[config.mk]
export PLATFORM = sky130hd
export DESIGN_NAME = lcd_text_engine
export DESIGN_NICKNAME = d
export VERILOG_FILES = /design/src/rtl/lcd_text_engine.sv
export SDC_FILE = /design/constraint.sdc
export NUM_CORES = 1
export LEC_CHECK = 0
export ABC_AREA = 0
export BUFFER_PORTS_ARGS = -buffer_cell sky130_fd_sc_hd__buf_4
export CAP_MARGIN = 0
export CORE_ASPECT_RATIO = 0.8
export CORE_UTILIZATION = 60
export DETAILED_ROUTE_END_ITERATION = 7
export GPL_TIMING_DRIVEN = 1
export PLACE_DENSITY_LB_ADDON = 0.15
export SYNTH_ARGS = -nofsm -noshare
export SYNTH_HDL_FRONTEND = slang
export SYNTH_SLANG_ARGS = --single-unit
[constraint.sdc]
create_clock -name iCLK -period 8.74 [get_ports iCLK]
set_input_delay 0.437 -clock iCLK [delete_from_list [all_inputs] [get_ports iCLK]]
set_output_delay 0.437 -clock iCLK [all_outputs]
set_load 0.05 [all_outputs]
[src/rtl/lcd_text_engine.sv]
// lcd_text_engine: streams a ROWS x COLS character buffer to an HD44780
// over the 8-bit bus; each byte is sent as SETUP, then EN pulse, then HOLD.
module lcd_text_engine #(
  parameter int ROWS           = 2,
  parameter int COLS           = 16,
  parameter int EN_CYCLES      = 16,
  parameter int DLY_CYCLES     = 2000,
  parameter int CLR_DLY_CYCLES = 100000
) (
  input  logic       iCLK,
  input  logic       iRST,
  input  logic       iWR_EN,
  input  logic [6:0] iWR_ADDR,
  input  logic [7:0] iWR_DATA,
  input  logic       iREFRESH,
  input  logic       iAUTO,
  output logic       oBUSY,
  output logic       oFRAME_DONE,
  output logic [7:0] LCD_DATA,
  output logic       LCD_RS,
  output logic       LCD_RW,
  output logic       LCD_EN
);
  localparam int N  = ROWS * COLS;
  localparam int AW = $clog2(N);

  typedef enum logic [1:0] {INIT, IDLE, ROWADDR, CHAR} state_t;
  typedef enum logic [1:0] {PH_LOAD, PH_SETUP, PH_PULSE, PH_HOLD} phase_t;

  state_t      state_q;
  phase_t      ph_q;
  logic [1:0]  idx_q;
  logic [1:0]  row_q;
  logic [4:0]  col_q;
  logic [31:0] cnt_q;
  logic [7:0]  data_q;
  logic        rs_q;
  logic        en_q;
  logic        fd_q;
  logic        busy_q;
  logic        pend_q;
  logic [7:0]  mem_q [N];

  state_t      t_state;
  logic [1:0]  t_idx;
  logic [1:0]  t_row;
  logic [4:0]  t_col;
  logic        t_idle;
  logic [AW-1:0] t_a;
  logic [7:0]  t_data;
  logic        t_rs;
  logic        last;
  logic        go;
  logic [31:0] hold_len;

  assign go   = iAUTO | pend_q | iREFRESH;
  assign last = (state_q == CHAR) &&
                (row_q == 2'(ROWS - 1)) &&
                (col_q == 5'(COLS - 1));
  assign hold_len = (!rs_q && data_q == 8'h01) ?
                    32'(CLR_DLY_CYCLES) : 32'(DLY_CYCLES);

  // Position of the byte to send next (current one when in PH_LOAD)
  always_comb begin
    t_state = state_q;
    t_idx   = idx_q;
    t_row   = row_q;
    t_col   = col_q;
    t_idle  = 1'b0;
    if (state_q == IDLE) begin
      t_state = ROWADDR;
      t_row   = '0;
      t_col   = '0;
    end else if (ph_q != PH_LOAD) begin
      unique case (state_q)
        INIT: begin
          if (idx_q == 2'd3) begin
            t_state = ROWADDR;
            t_row   = '0;
          end else begin
            t_idx = idx_q + 2'd1;
          end
        end
        ROWADDR: begin
          t_state = CHAR;
          t_col   = '0;
        end
        CHAR: begin
          if (col_q != 5'(COLS - 1)) begin
            t_col = col_q + 5'd1;
          end else if (row_q != 2'(ROWS - 1)) begin
            t_state = ROWADDR;
            t_row   = row_q + 2'd1;
          end else if (go) begin
            t_state = ROWADDR;
            t_row   = '0;
          end else begin
            t_state = IDLE;
            t_idle  = 1'b1;
          end
        end
        IDLE: t_idle = 1'b0;
      endcase
    end
  end

  // Bus byte for that position; a same-cycle buffer write is forwarded
  always_comb begin
    t_a    = AW'(32'(t_row) * 32'(COLS) + 32'(t_col));
    t_rs   = 1'b0;
    t_data = 8'h00;
    unique case (t_state)
      INIT: begin
        unique case (t_idx)
          2'd0: t_data = 8'h38;
          2'd1: t_data = 8'h0C;
          2'd2: t_data = 8'h01;
          2'd3: t_data = 8'h06;
        endcase
      end
      ROWADDR: begin
        unique case (t_row)
          2'd0: t_data = 8'h80;
          2'd1: t_data = 8'hC0;
          2'd2: t_data = 8'h94;
          2'd3: t_data = 8'hD4;
        endcase
      end
      CHAR: begin
        t_rs   = 1'b1;
        t_data = (iWR_EN && iWR_ADDR == 7'(t_a)) ?
                 iWR_DATA : mem_q[t_a];
      end
      IDLE: t_data = 8'h00;
    endcase
  end

  // Character buffer, blank on reset, out-of-range writes dropped
  always_ff @(posedge iCLK) begin
    if (iRST) begin
      for (int i = 0; i < N; i++) mem_q[i] <= 8'h20;
    end else if (iWR_EN && iWR_ADDR < 7'(N)) begin
      mem_q[iWR_ADDR[AW-1:0]] <= iWR_DATA;
    end
  end

  // Frame sequencer and byte timing, all outputs registered
  always_ff @(posedge iCLK) begin
    if (iRST) begin
      state_q <= INIT;
      ph_q    <= PH_LOAD;
      idx_q   <= '0;
      row_q   <= '0;
      col_q   <= '0;
      cnt_q   <= '0;
      data_q  <= 8'h00;
      rs_q    <= 1'b0;
      en_q    <= 1'b0;
      fd_q    <= 1'b0;
      busy_q  <= 1'b1;
      pend_q  <= 1'b0;
    end else begin
      fd_q <= 1'b0;
      if (iREFRESH && state_q != IDLE) pend_q <= 1'b1;
      if (state_q == IDLE) begin
        if (iREFRESH) begin
          state_q <= t_state;
          row_q   <= t_row;
          col_q   <= t_col;
          data_q  <= t_data;
          rs_q    <= t_rs;
          ph_q    <= PH_SETUP;
          busy_q  <= 1'b1;
        end
      end else begin
        unique case (ph_q)
          PH_LOAD: begin
            data_q <= t_data;
            rs_q   <= t_rs;
            ph_q   <= PH_SETUP;
          end
          PH_SETUP: begin
            en_q  <= 1'b1;
            cnt_q <= 32'(EN_CYCLES);
            ph_q  <= PH_PULSE;
          end
          PH_PULSE: begin
            if (cnt_q == 32'd1) begin
              en_q  <= 1'b0;
              cnt_q <= hold_len;
              ph_q  <= PH_HOLD;
              fd_q  <= last && (hold_len == 32'd1);
            end else begin
              cnt_q <= cnt_q - 32'd1;
            end
          end
          PH_HOLD: begin
            if (cnt_q != 32'd1) begin
              cnt_q <= cnt_q - 32'd1;
              fd_q  <= last && (cnt_q == 32'd2);
            end else begin
              state_q <= t_state;
              idx_q   <= t_idx;
              row_q   <= t_row;
              col_q   <= t_col;
              if (last) pend_q <= 1'b0;
              if (t_idle) begin
                busy_q <= 1'b0;
              end else begin
                data_q <= t_data;
                rs_q   <= t_rs;
                ph_q   <= PH_SETUP;
              end
            end
          end
        endcase
      end
    end
  end

  assign oBUSY       = busy_q;
  assign oFRAME_DONE = fd_q;
  assign LCD_DATA    = data_q;
  assign LCD_RS      = rs_q;
  assign LCD_RW      = 1'b0;
  assign LCD_EN      = en_q;

endmodule

==> impl_metrics.csv <==
group,metric,value,unit
timing,skew,0.01334,ns
power,power_density,235.0,nW/um^2
grt,antenna_found_initial,0,
timing,tns,0,ns
final_layout,utilization,67.13,%
clocking,cts_hold_buf,0,
synth,synth_area,15870,sq um
power,leakage,6.050,nW
critical_path,required,9.21,ns
routing,wl,42.11,mm
clocking,clkSinkCount,314,
routing,vias,11649,
synth,yosysMostFrequentCell,"edfxtp_1",
clocking,post_cts_resized,0,
grt,grt_pass1_wl,65.07,mm
clocking,cts_tree,"built",
timing,period_needed,5.010,ns
routing,drc,0,
synth,ys_types,81,
critical_path,critPathLaunchType,"flip-flop",
clocking,post_cts_buffers,0,
grt,grt_pass1_vias,10866,
clocking,clkLatencyLatePin,0.57,ns
critical_path,crit_type,"flip-flop to flip-flop",
clocking,htreeDepth,1,
floorplanning,die_area,27110,sq um
synth,synth_top_cell_area_share,48.43,%
floorplanning,die_w,183.8,microns
final_layout,n_fill_cell,2051,
clocking,clk_path_buf_depth,3,
place,post_dp_cell_area,16160,sq um
clocking,numCtsBuffers,31,
synth,ys_seq_area_share,55.75,%
critical_path,cp.arrival,5.48,ns
critical_path,critical_path.endpoint_type,"flip-flop",
timing,worst_pin_slew,1.389,ns
floorplanning,fp.coreArea,25630,sq um
timing,slew_headroom,6.437,%
final_layout,syn2layout_area_growth,8.411,%
routing,drt_pre_antenna_iters,5,
synth,netlist_top_cells_area,"edfxtp_1, and2_1, dfxtp_1",
floorplanning,ios,33,
floorplanning,start_util,61.92,%
timing,slew_viol_final,0,
hold_path,min_from,"iREFRESH",
synth,synth_nets,1533,
final_layout,final_cell_area,17210,sq um
grt,track_usage,31.72,%
critical_path,cp_slowest_cell,"ha_1",
place,io_buffers,31,
power,vdd.ir_drop.worst,0.1751,mV
critical_path,rrSetupSlack,3.73,ns
place,place_hpwl,27.01,mm
hold_path,hold_path_class,"primary input to flip-flop",
timing,final_hold_viol_count,0,
timing,fin_crit_sh,57.32,%
synth,async_flop_share,0,%
grt,grt_remaining_overflow,0,
critical_path,r2r_cells,11,
synth,synth-main-ff-cell,"edfxtp_1",
run,cap_viol_max_count,0,
timing,rsz0062_at_grt,"no",
routing,drtIter0Drc,1649,
timing,max_freq,199.6,MHz
critical_path,slowest_delay,0.76,ns
synth,avgSynthCellArea,10.57,sq um
critical_path,worstPathMaxFanout,84,
hold_path,min_to,"col_q[4]",
critical_path,path_cells,"ha_1 > inv_1 > a32oi_2 > buf_4 > nand2_4 > buf_4 > xnor2_1 > nand4_1 > nor3_4 > a221oi_2 > a311oi_1",
synth,yosys.area.top_type,"edfxtp_1",
synth,synth_edf_count,256,
floorplanning,std_cell_rows,52,
clocking,clk_pin_slew,0.07,ns
synth,synth-seq-cells,314,
hold_path,holdPathStages,3,
synth,yosysWarnings,0,
floorplanning,die_h,147.5,microns
final_layout,drive_above_1_share,8.853,%
place,place_congestion,0.9204,
synth,synth_commonest_cells,"edfxtp_1, and2_1, nand2_1",
critical_path,reg2reg_to,"LCD_DATA[1]",
final_layout,antenna-diode-count,0,
run_status,status,"completed",
clocking,cts_root_buffer,"clkbuf_16",
critical_path,cpMostUsedCell,"buf_4",
timing,setup_viol,0,
routing,viasPerCell,6.324,
critical_path,regToRegStartpoint,"state_q[0]",
routing,drt.antenna.violating_nets,0,
grt,grt_max_degree,85,
routing,wl_per_cell,22.86,microns
final_layout,nets,1498,
synth,syn_inst,1501,
==> cell families after synthesis <==
kind of cell,share of synthesized area [%]
adders and majority gates,0.9459
AOI/OAI and AO/OA,12.28
and+or+nand+nor,23.58
buffers and inverters,3.563
muxes,2.357
other,0.02363
DFF,55.75
xor gates and xnor gates,1.498
==> area by class of cell <==
cell class	instances	area (sq um)	area share, %
clock inverters	15	145.1	0.8434
flip-flops and latches	314	8848	51.42
clock buffers	43	898.4	5.221
inverters	16	60.06	0.3490
well taps	351	439.2	2.552
repair buffers	46	345.3	2.007
multi-input cells	1057	6471	37.61
==> where the power goes <==
part	internal [mW]	leakage, nW	switching (mW)	total (mW)
registers	1.74	2.92	0.0954	1.84
logic	0.300	2.61	0.543	0.843
clock network	0.781	0.515	0.581	1.36
==> per-layer routing <==
metal / up-vias / GRT usage [%] / part of all wire, %
met5: - / 0 / 0
met4: 0 / 8.333 / 2.6
met3: 75 / 5.469 / 9.7
met2: 601 / 46.80 / 43
met1: 5628 / 48.48 / 45
li1: 5345 / - / -
==> worst max-delay path by stage <==
stage / cells after the start / slack, ns / to / start
after floorplan: 11 / 5.89 / LCD_DATA[1] / col_q[0]
after global placement: 11 / 4.05 / LCD_DATA[6] / state_q[0]
after detailed placement: 11 / 3.78 / LCD_DATA[1] / state_q[0]
after CTS: 11 / 3.75 / LCD_DATA[1] / state_q[0]
after global routing: 11 / 3.30 / LCD_DATA[1] / state_q[0]
final: 11 / 3.73 / LCD_DATA[1] / state_q[0]
==> critical path, delay by kind of cell (launching register included) <==
family,cells,cell delay [ns]
adders and majority gates,1,0.76
xor gates and xnor gates,1,0.22
AOI/OAI and AO/OA,3,0.69
DFF,1,0.44
and+or+nand+nor,3,1.48
buffers and inverters,3,1.29
==> cell usage in the layout (no fill, tap or decap), drive strengths merged, types with 25 or more instances in the layout <==
cell type | netlist | layout
buf | 35 | 46
clkbuf | 79 | 43
nand2 | 165 | 165
mux2i | 25 | 25
a21oi | 48 | 48
and2 | 229 | 229
nor3 | 25 | 25
nor2 | 127 | 127
a31oi | 44 | 44
o21ai | 58 | 58
edfxtp | 256 | 256
or3 | 40 | 40
a211oi | 49 | 49
and3 | 49 | 49
dfxtp | 58 | 58
==> registers in the layout, summed over array words and instances (netlist names) <==
register,count
row_q,2
oFRAME_DONE,1
LCD_DATA,8
LCD_RS,1
idx_q,2
state_q,2
oBUSY,1
col_q,5
LCD_EN,1
mem_q,256
pend_q,1
ph_q,2
cnt_q,32
==> metrics by stage <==
step                      total power [mW]  cells  hold WS [ns]  setup slack (ns)
after floorplan                      2.460   1501        0.4623             5.885
after global placement               2.670   1784        0.4556             4.053
after detailed placement             2.689   1784        0.4591             3.776
after CTS                            4.033   1842        0.2580             3.753
after global routing                 4.195   1842        0.2831             3.302
final                                4.044   1842        0.2792             3.730
No activity file was read; power rests on OpenSTA's default activity.
